### src/rtl/regfile_pkg.sv
// Shared constants and types for the 16 x 16-bit register file.
// Contents: DATA_W / NREG / ADDR_W sizing, REG_ZERO index of the hardwired
// zero register, a write-request struct and a one-hot write decoder.
package regfile_pkg;
  localparam int DATA_W = 16;
  localparam int NREG   = 16;
  localparam int ADDR_W = 4;

  localparam logic [ADDR_W-1:0] REG_ZERO = 4'd0;

  typedef logic [DATA_W-1:0] word_t;

  typedef struct packed {
    logic              we;
    logic [ADDR_W-1:0] addr;
    word_t             data;
  } wr_req_t;

  // 4->16 one-hot decode; all-zero when the request is not enabled.
  function automatic logic [NREG-1:0] wr_decode(input wr_req_t req);
    logic [NREG-1:0] oh;
    oh = '0;
    if (req.we) oh[req.addr] = 1'b1;
    return oh;
  endfunction
endpackage

### src/rtl/reg16_en.sv
// 16-bit register with synchronous active-high reset and load enable.
// Ports:
//   clk  in   clock, rising edge
//   rst  in   synchronous reset, clears q (wins over en)
//   en   in   load enable
//   d    in   DATA_W data in
//   q    out  DATA_W registered data
module reg16_en
  import regfile_pkg::*;
(
  input  logic  clk,
  input  logic  rst,
  input  logic  en,
  input  word_t d,
  output word_t q
);
  always_ff @(posedge clk) begin
    if (rst)     q <= '0;
    else if (en) q <= d;
  end
endmodule

### src/rtl/regfile_rmux.sv
// 16:1 16-bit read-select mux used by every read port of the register file.
// Ports:
//   din   in   NREG x DATA_W packed candidate words
//   sel   in   ADDR_W select index
//   dout  out  DATA_W selected word
module regfile_rmux
  import regfile_pkg::*;
(
  input  logic [NREG-1:0][DATA_W-1:0] din,
  input  logic [ADDR_W-1:0]           sel,
  output word_t                       dout
);
  assign dout = din[sel];
endmodule

### src/rtl/regfile16_16bit.sv
// 16 x 16-bit register file: one synchronous write port, two combinational
// operand read ports (A, B), one combinational debug read port and a
// committed-write counter. R0 reads as zero and ignores writes.
// Optional feature macro: REGFILE_BYPASS_EN
//   defined   - a committed write to the index read on A/B is forwarded to
//               that port in the same cycle (DBG is never forwarded)
//   undefined - A/B show the pre-write value during the write cycle
// Ports:
//   CLK       in   clock, rising edge
//   RST       in   synchronous active-high reset (clears regs and WR_CNT)
//   WE        in   write enable
//   WADDR     in   write index
//   WDATA     in   write data
//   RADDR_A   in   read index, port A
//   RADDR_B   in   read index, port B
//   RDATA_A   out  read data, port A
//   RDATA_B   out  read data, port B
//   DBG_SEL   in   debug read index
//   DBG_DATA  out  debug read data
//   WR_CNT    out  committed writes since reset (wraps)
module regfile16_16bit
  import regfile_pkg::*;
(
  input  logic              CLK,
  input  logic              RST,
  input  logic              WE,
  input  logic [ADDR_W-1:0] WADDR,
  input  logic [DATA_W-1:0] WDATA,
  input  logic [ADDR_W-1:0] RADDR_A,
  input  logic [ADDR_W-1:0] RADDR_B,
  output logic [DATA_W-1:0] RDATA_A,
  output logic [DATA_W-1:0] RDATA_B,
  input  logic [ADDR_W-1:0] DBG_SEL,
  output logic [DATA_W-1:0] DBG_DATA,
  output logic [DATA_W-1:0] WR_CNT
);
  wr_req_t                     wr;
  logic                        commit;
  logic [NREG-1:0]             wr_en;
  logic [NREG-1:0][DATA_W-1:0] regs;
  word_t                       rd_a, rd_b;

  // A commit is a write that actually changes state; reset drops it.
  assign commit = WE && !RST && (WADDR != REG_ZERO);
  assign wr     = '{we: commit, addr: WADDR, data: WDATA};
  assign wr_en  = wr_decode(wr);

  assign regs[0] = '0;

  genvar i;
  generate
    for (i = 1; i < NREG; i++) begin : g_reg
      reg16_en u_reg (
        .clk (CLK),
        .rst (RST),
        .en  (wr_en[i]),
        .d   (WDATA),
        .q   (regs[i])
      );
    end
  endgenerate

  regfile_rmux u_mux_a (.din(regs), .sel(RADDR_A), .dout(rd_a));
  regfile_rmux u_mux_b (.din(regs), .sel(RADDR_B), .dout(rd_b));
  regfile_rmux u_mux_d (.din(regs), .sel(DBG_SEL), .dout(DBG_DATA));

`ifdef REGFILE_BYPASS_EN
  // commit already excludes RST and R0, so forwarding inherits both rules.
  assign RDATA_A = (commit && (RADDR_A == WADDR)) ? WDATA : rd_a;
  assign RDATA_B = (commit && (RADDR_B == WADDR)) ? WDATA : rd_b;
`else
  assign RDATA_A = rd_a;
  assign RDATA_B = rd_b;
`endif

  always_ff @(posedge CLK) begin
    if (RST)         WR_CNT <= '0;
    else if (commit) WR_CNT <= WR_CNT + 16'd1;
  end
endmodule
### config.mk
export PLATFORM = sky130hd
export DESIGN_NAME = regfile16_16bit
export DESIGN_NICKNAME = d
export VERILOG_FILES = /design/src/rtl/regfile_pkg.sv /design/src/rtl/reg16_en.sv /design/src/rtl/regfile_rmux.sv /design/src/rtl/regfile16_16bit.sv
export SDC_FILE = /design/constraint.sdc
export NUM_CORES = 1
export LEC_CHECK = 0
export ABC_AREA = 1
export CELL_PAD_IN_SITES_DETAIL_PLACEMENT = 0
export CELL_PAD_IN_SITES_GLOBAL_PLACEMENT = 1
export CORE_MARGIN = 2
export CORE_UTILIZATION = 46
export CTS_CLUSTER_DIAMETER = 150
export DETAILED_ROUTE_END_ITERATION = 6
export GPL_ROUTABILITY_DRIVEN = 0
export PLACE_DENSITY = 0.88
export SETUP_SLACK_MARGIN = 0.2
export SYNTH_ARGS = -nofsm -noshare
export SYNTH_HDL_FRONTEND = slang
export SYNTH_SLANG_ARGS = --single-unit
### constraint.sdc
create_clock -name CLK -period 4.1 [get_ports CLK]
set_input_delay 0.82 -clock CLK [delete_from_list [all_inputs] [get_ports CLK]]
set_output_delay 0.82 -clock CLK [all_outputs]
set_load 0.02 [all_outputs]
# Word level (Yosys, flattened, before mapping)
# Index checks and enable logic that the tools add are counted.
# op_classes
muxes	9
reduce_logical	5
n_addsub	1
n_lt_le_gt_ge	5
# ops
op	count
$bmux 16 s4	3
$mux 16	4
$lt 4x5->1 const B	4
$add 16x1->16 const B	1
$demux 1 s4	1
$ge 4x1->1 const B	1
$reduce_bool 4->1	1
$logic_and 1x1->1	3
$logic_not 1->1	1
$mux 1	1
# word_totals
reg_bits	256
elab_cells	36
out_inout_bits	64

# Longest topological paths before layout
# Gate-level depths: netlist (run 1).
# depth
ltp_word	5
depth_mapped	11
depth_no_buf	9

# By module
# From an unflattened synthesis (run 1), not the netlist that was laid out.
# unflattened
cells_unflattened	3996
hier_area_um2	20843.7
# modules_own_cells
module	instances	cells_per_inst	seq_area_each_um2	area_per_inst_um2
reg16_en	15	101	320.3	670.6
regfile_rmux	3	775	0.0	3266.9
regfile16_16bit	1	156	320.3	983.4

# Worst setup path before layout (run 1)
# No wires, ideal clock.
# synth_timing
kind	input to output
startpoint	in RADDR_A[1]
endpoint	out RDATA_A[15]
setup_slack_ns	1.293
path_stages	7
arrival_time_ns	1.987
path_cell_list	clkbuf_1 > clkbuf_1 > buf_1 > o211ai_1 > nand3_1 > nand3_1 > nand2_1
# synth_via
elab_chain_len	2
# synth_rtl
item	line	text
start, declared	regfile16_16bit.sv:29	input logic [ADDR_W-1:0] RADDR_A,
$bmux 16 s4	regfile_rmux.sv:13	assign dout = din[sel];
$mux 16 (not written as such)	regfile_rmux.sv:13	
end, declared	regfile16_16bit.sv:31	output logic [DATA_W-1:0] RDATA_A,
# Every way passes these cells. The select of a mux whose other input is x is not followed.

# Final worst setup path (run 1)
# layout_timing
startpoint	in RADDR_B[0]
endpoint	out RDATA_B[6]
# layout_via
elab_chain_len	2
# layout_rtl
item	line	text
start, declared	regfile16_16bit.sv:30	input logic [ADDR_W-1:0] RADDR_B,
$bmux 16 s4	regfile_rmux.sv:13	
$mux 16 (not written as such)	regfile_rmux.sv:13	
end, declared	regfile16_16bit.sv:32	output logic [DATA_W-1:0] RDATA_B,
# Every way passes these cells. The select of a mux whose other input is x is not followed.

==> metrics.md, run 1 <==
| Metric | Value |
|---|---|
| Mux share of post-synthesis cell area | 0% |
| Core Region | 0.0337 mm² |
| Clock edge transition at the registers on the reported setup and hold paths | 0.06 ns |
| Via count | 18319 |
| Mapped Cells | 2582 |
| # fillers | 3384 |
| Leak Pwr | 0.00650 µW |
| Hold Path Sink | WR_CNT[4]$_SDFFE_PP0P_ |
| Total Nets Final | 2571 |
| Minimum clock period | 3.67 ns |
| Critical path fanouts, max | 68 |
| Post-Synth XOR/XNOR Area | 0.111% |
| Worst-Margin Slew | 1.19 ns |
| TritonCTS clock tree | built |
| CTS Buf Count | 30 |
| Vias in the first global route | 16399 |
| Number of DRC markers in iteration 0 | 2406 |
| # rows | 67 |
| Type of the worst min-delay path | reg -> reg |
| Post-synthesis compound-gate area fraction | 26.7% |
| Seq/Total Area, Yosys | 32.4% |
| Critical path arrival | 2.85 ns |
| Failing checks | DRC |
| Root buf cell | clkbuf_16 |
| Worst slew margin | 20.4% |
| TNS Setup | 0 ns |
| Synth Cell Area | 0.0158 mm² |
| WL per Instance | 21.0 µm |
| Total area of sequential cells | 0.00512 mm² |
| DP HPWL | 40200 µm |
| FMAX | 272 MHz |
| RSZ-0062 raised after global routing | false |
| Post-route ant nets | 0 |
| Pwr per Cell Area | 350 mW/mm² |
| Worst setup path category | in -> out |
| Total congestion overflow | 0 |
| Initial antenna violation count | 0 |
| CTS max path bufs | 3 |
| Top cell type's share of synthesized area | 32.4% |
| Slew Viols, Final | 0 |
| FF-to-FF End | WR_CNT[11]$_SDFFE_PP0P_ |
| Clock Sinks | 256 |
| Io pins | 99 |
| Area contributors post-synth | dfxtp_1, nand3_1, o21ai_0, nand2_1, a21oi_1 |
| Die Y | 189 µm |
| # DRC | 2 |
| Final setup fails | 0 |
| # hold bufs at CTS | 0 |
| Yosys top cell by area | dfxtp_1 |
| Yosys cell types | 27 |
| Crit path capture type | output port |
| Clock H-tree levels | 1 |
| Clock Skews | 0.00919 ns |
| Final hold vios | 0 |
| Total Die Area | 0.0359 mm² |
| Initial Util | 46.9% |
| Mean Syn Cell Area | 6.12 µm² |
| Req. time, crit path | 3.28 ns |
| Tcrit/Tclk final | 89.6% |
| Routed Wire Length | 63200 µm |
| Reg-to-reg startpoint | WR_CNT[2]$_SDFFE_PP0P_ |
| Hold_sp | WR_CNT[4]$_SDFFE_PP0P_ |
| Post-CTS Setup Bufs | 0 |
| Synth Area in Simple Gates | 31.0% |
| Max-cap violations | 0 |
| #FFs+latches synth | 256 |
| PostCTS Resize Cnt | 0 |
| Router iterations before antenna repair | 7 |
| GRT Util Overall | 34.4% |
| Yosys Warn Count | 0 |
| Status | finished, violations left |
| Peak supply drop | 316 µV |
| Synth Net Count | 2618 |
| Hold path depth | 2 |
| Area growth, synth to finish | 14.1% |
| Final setup margin | 0.427 ns |
| Worst reg2reg setup slack | 2.49 ns |
| Combinational family with the most area after synthesis | simple AND/OR/NAND/NOR gates |
| Largest net degree at the start of global routing | 102 |
| Synth Area in Adders | 0.0792% |
| Multi-input logic area | 0.00915 mm² |
| Worst setup SP type | input pin |
| Global-route wire length before repair | 97600 µm |
| Chip width | 189 µm |
| Layout cells sized above 1 | 5.40% |
| Clk Latency, worst-skew pair | 0.57 ns |
| Worst slack, placed | 0.490 ns |
| Vias/cell | 6.09 |
| IO Port Bufs | 98 |
| Worst r2r path cells | 7 |
## worst max-delay path by stage
stage	startpoint	to	cells past startpoint
after global routing	RADDR_B[0]	RDATA_B[6]	8
after CTS	RADDR_A[2]	RDATA_A[9]	6
after detailed placement	RADDR_A[2]	RDATA_A[9]	6
after global placement	RADDR_A[2]	RDATA_A[9]	6
final	RADDR_B[0]	RDATA_B[6]	8
after floorplan	RADDR_A[1]	RDATA_A[15]	7
## through the flow
step,hold WS [ns],power [µW],cells,utilization (%),instance area [µm²]
finish,0.464,6310,3006,53.5,18000
global route,0.482,6490,3005,53.5,18000
CTS,0.465,6290,3005,53.5,18000
detailed placement,0.455,3600,2951,50.6,17100
global placement,0.448,3590,2951,50.6,17100
floorplan,0.440,3170,2582,-,15800
## power by group
part	leakage [µW]	internal (µW)	total (µW)	switching [µW]
clock network	0.000488	1590	2730	1140
registers	0.00207	2510	2530	18.3
logic	0.00395	326	1050	721
## state kept, by name, indices dropped and copies added, names as in the netlist
signal	cells
WR_CNT	16
g.u_reg.q	240
## cells in the mapped netlist
master    number
inv_1        138
dfxtp_1      256
buf_1         23
clkbuf_2       2
xor2_1         1
nor3_4         2
inv_2          8
nand2_4        5
buf_4          1
o211ai_1      84
o21ai_1       18
nand3_1      435
nand4_1        3
nor2_1       173
clkbuf_1     192
ha_1           1
nor3_1         3
nand2_1      505
xnor2_1        1
nor2_2         6
a21oi_1      308
clkinv_1       5
o21ai_0      390
buf_6          7
inv_4          1
nand3_2        1
buf_2         13
## final cells by class
class,instances,share of cell area (%)
antenna,1,0.0139
clock buffer,44,4.85
clock inverter,10,0.576
inverter,152,3.18
multi-input combinational,1936,50.7
sequential,256,28.4
tap,448,3.11
timing repair buffer,159,9.15
## cell families (layout without fill, tap and decap cells)
| family | Yosys count | after routing |
|---|---|---|
| xor+xnor | 2 | 2 |
| simple gates | 1133 | 1133 |
| flops | 256 | 256 |
| compound gates | 800 | 800 |
| fa+ha+maj | 1 | 1 |
| buf+inv | 390 | 365 |
| other cells | 0 | 1 |
## layout by cell type, fill, tap and decap left out, types with 3 or more instances in the layout
| master | synthesis | final |
|---|---|---|
| nand2_1 | 505 | 505 |
| nand3_1 | 435 | 435 |
| o21ai_0 | 390 | 390 |
| a21oi_1 | 308 | 308 |
| dfxtp_1 | 256 | 256 |
| nor2_1 | 173 | 172 |
| inv_1 | 138 | 138 |
| clkdlybuf4s50_1 | 0 | 91 |
| o211ai_1 | 84 | 84 |
| buf_4 | 1 | 44 |
| clkbuf_16 | 0 | 31 |
| o21ai_1 | 18 | 18 |
| buf_12 | 0 | 18 |
| inv_2 | 8 | 8 |
| clkbuf_1 | 192 | 8 |
| clkinv_2 | 0 | 7 |
| clkinv_1 | 5 | 5 |
| nand2_4 | 5 | 5 |
| nor2_2 | 6 | 5 |
| clkbuf_8 | 0 | 5 |
| nor3_1 | 3 | 3 |
| nand4_1 | 3 | 3 |
| buf_6 | 7 | 3 |
| buf_2 | 13 | 3 |
## routing by layer
layer	part of all wire (%)	wire length (µm)	vias up	track usage, %
li1	-	-	8674	-
met1	42	26300	8386	48.3
met2	43	27400	1118	52.6
met3	11	7200	141	6.65
met4	3.6	2290	0	12.0
met5	0	0	-	0
## critical path, cell delays in order
cell and delay [ns]:
buf_6 0.39, buf_12 0.33, a21oi_1 0.12, o21ai_0 0.11, nand3_1 0.20, nand3_1 0.16
nand2_1 0.09, clkdlybuf4s50_1 0.55
Note: power is estimated with default switching activity, not from simulation.
==> inputs of run 2 (changes only) <==
--- a/config.mk
+++ b/config.mk
@@ -15,6 +15,7 @@
 export GPL_ROUTABILITY_DRIVEN = 0
 export PLACE_DENSITY = 0.88
 export SETUP_SLACK_MARGIN = 0.2
+export SKIP_LAST_GASP = 1
 export SYNTH_ARGS = -nofsm -noshare
 export SYNTH_HDL_FRONTEND = slang
 export SYNTH_SLANG_ARGS = --single-unit
==> results of run 2 <==
No change in the layout: final DEF, timing and power equal those of run 1.
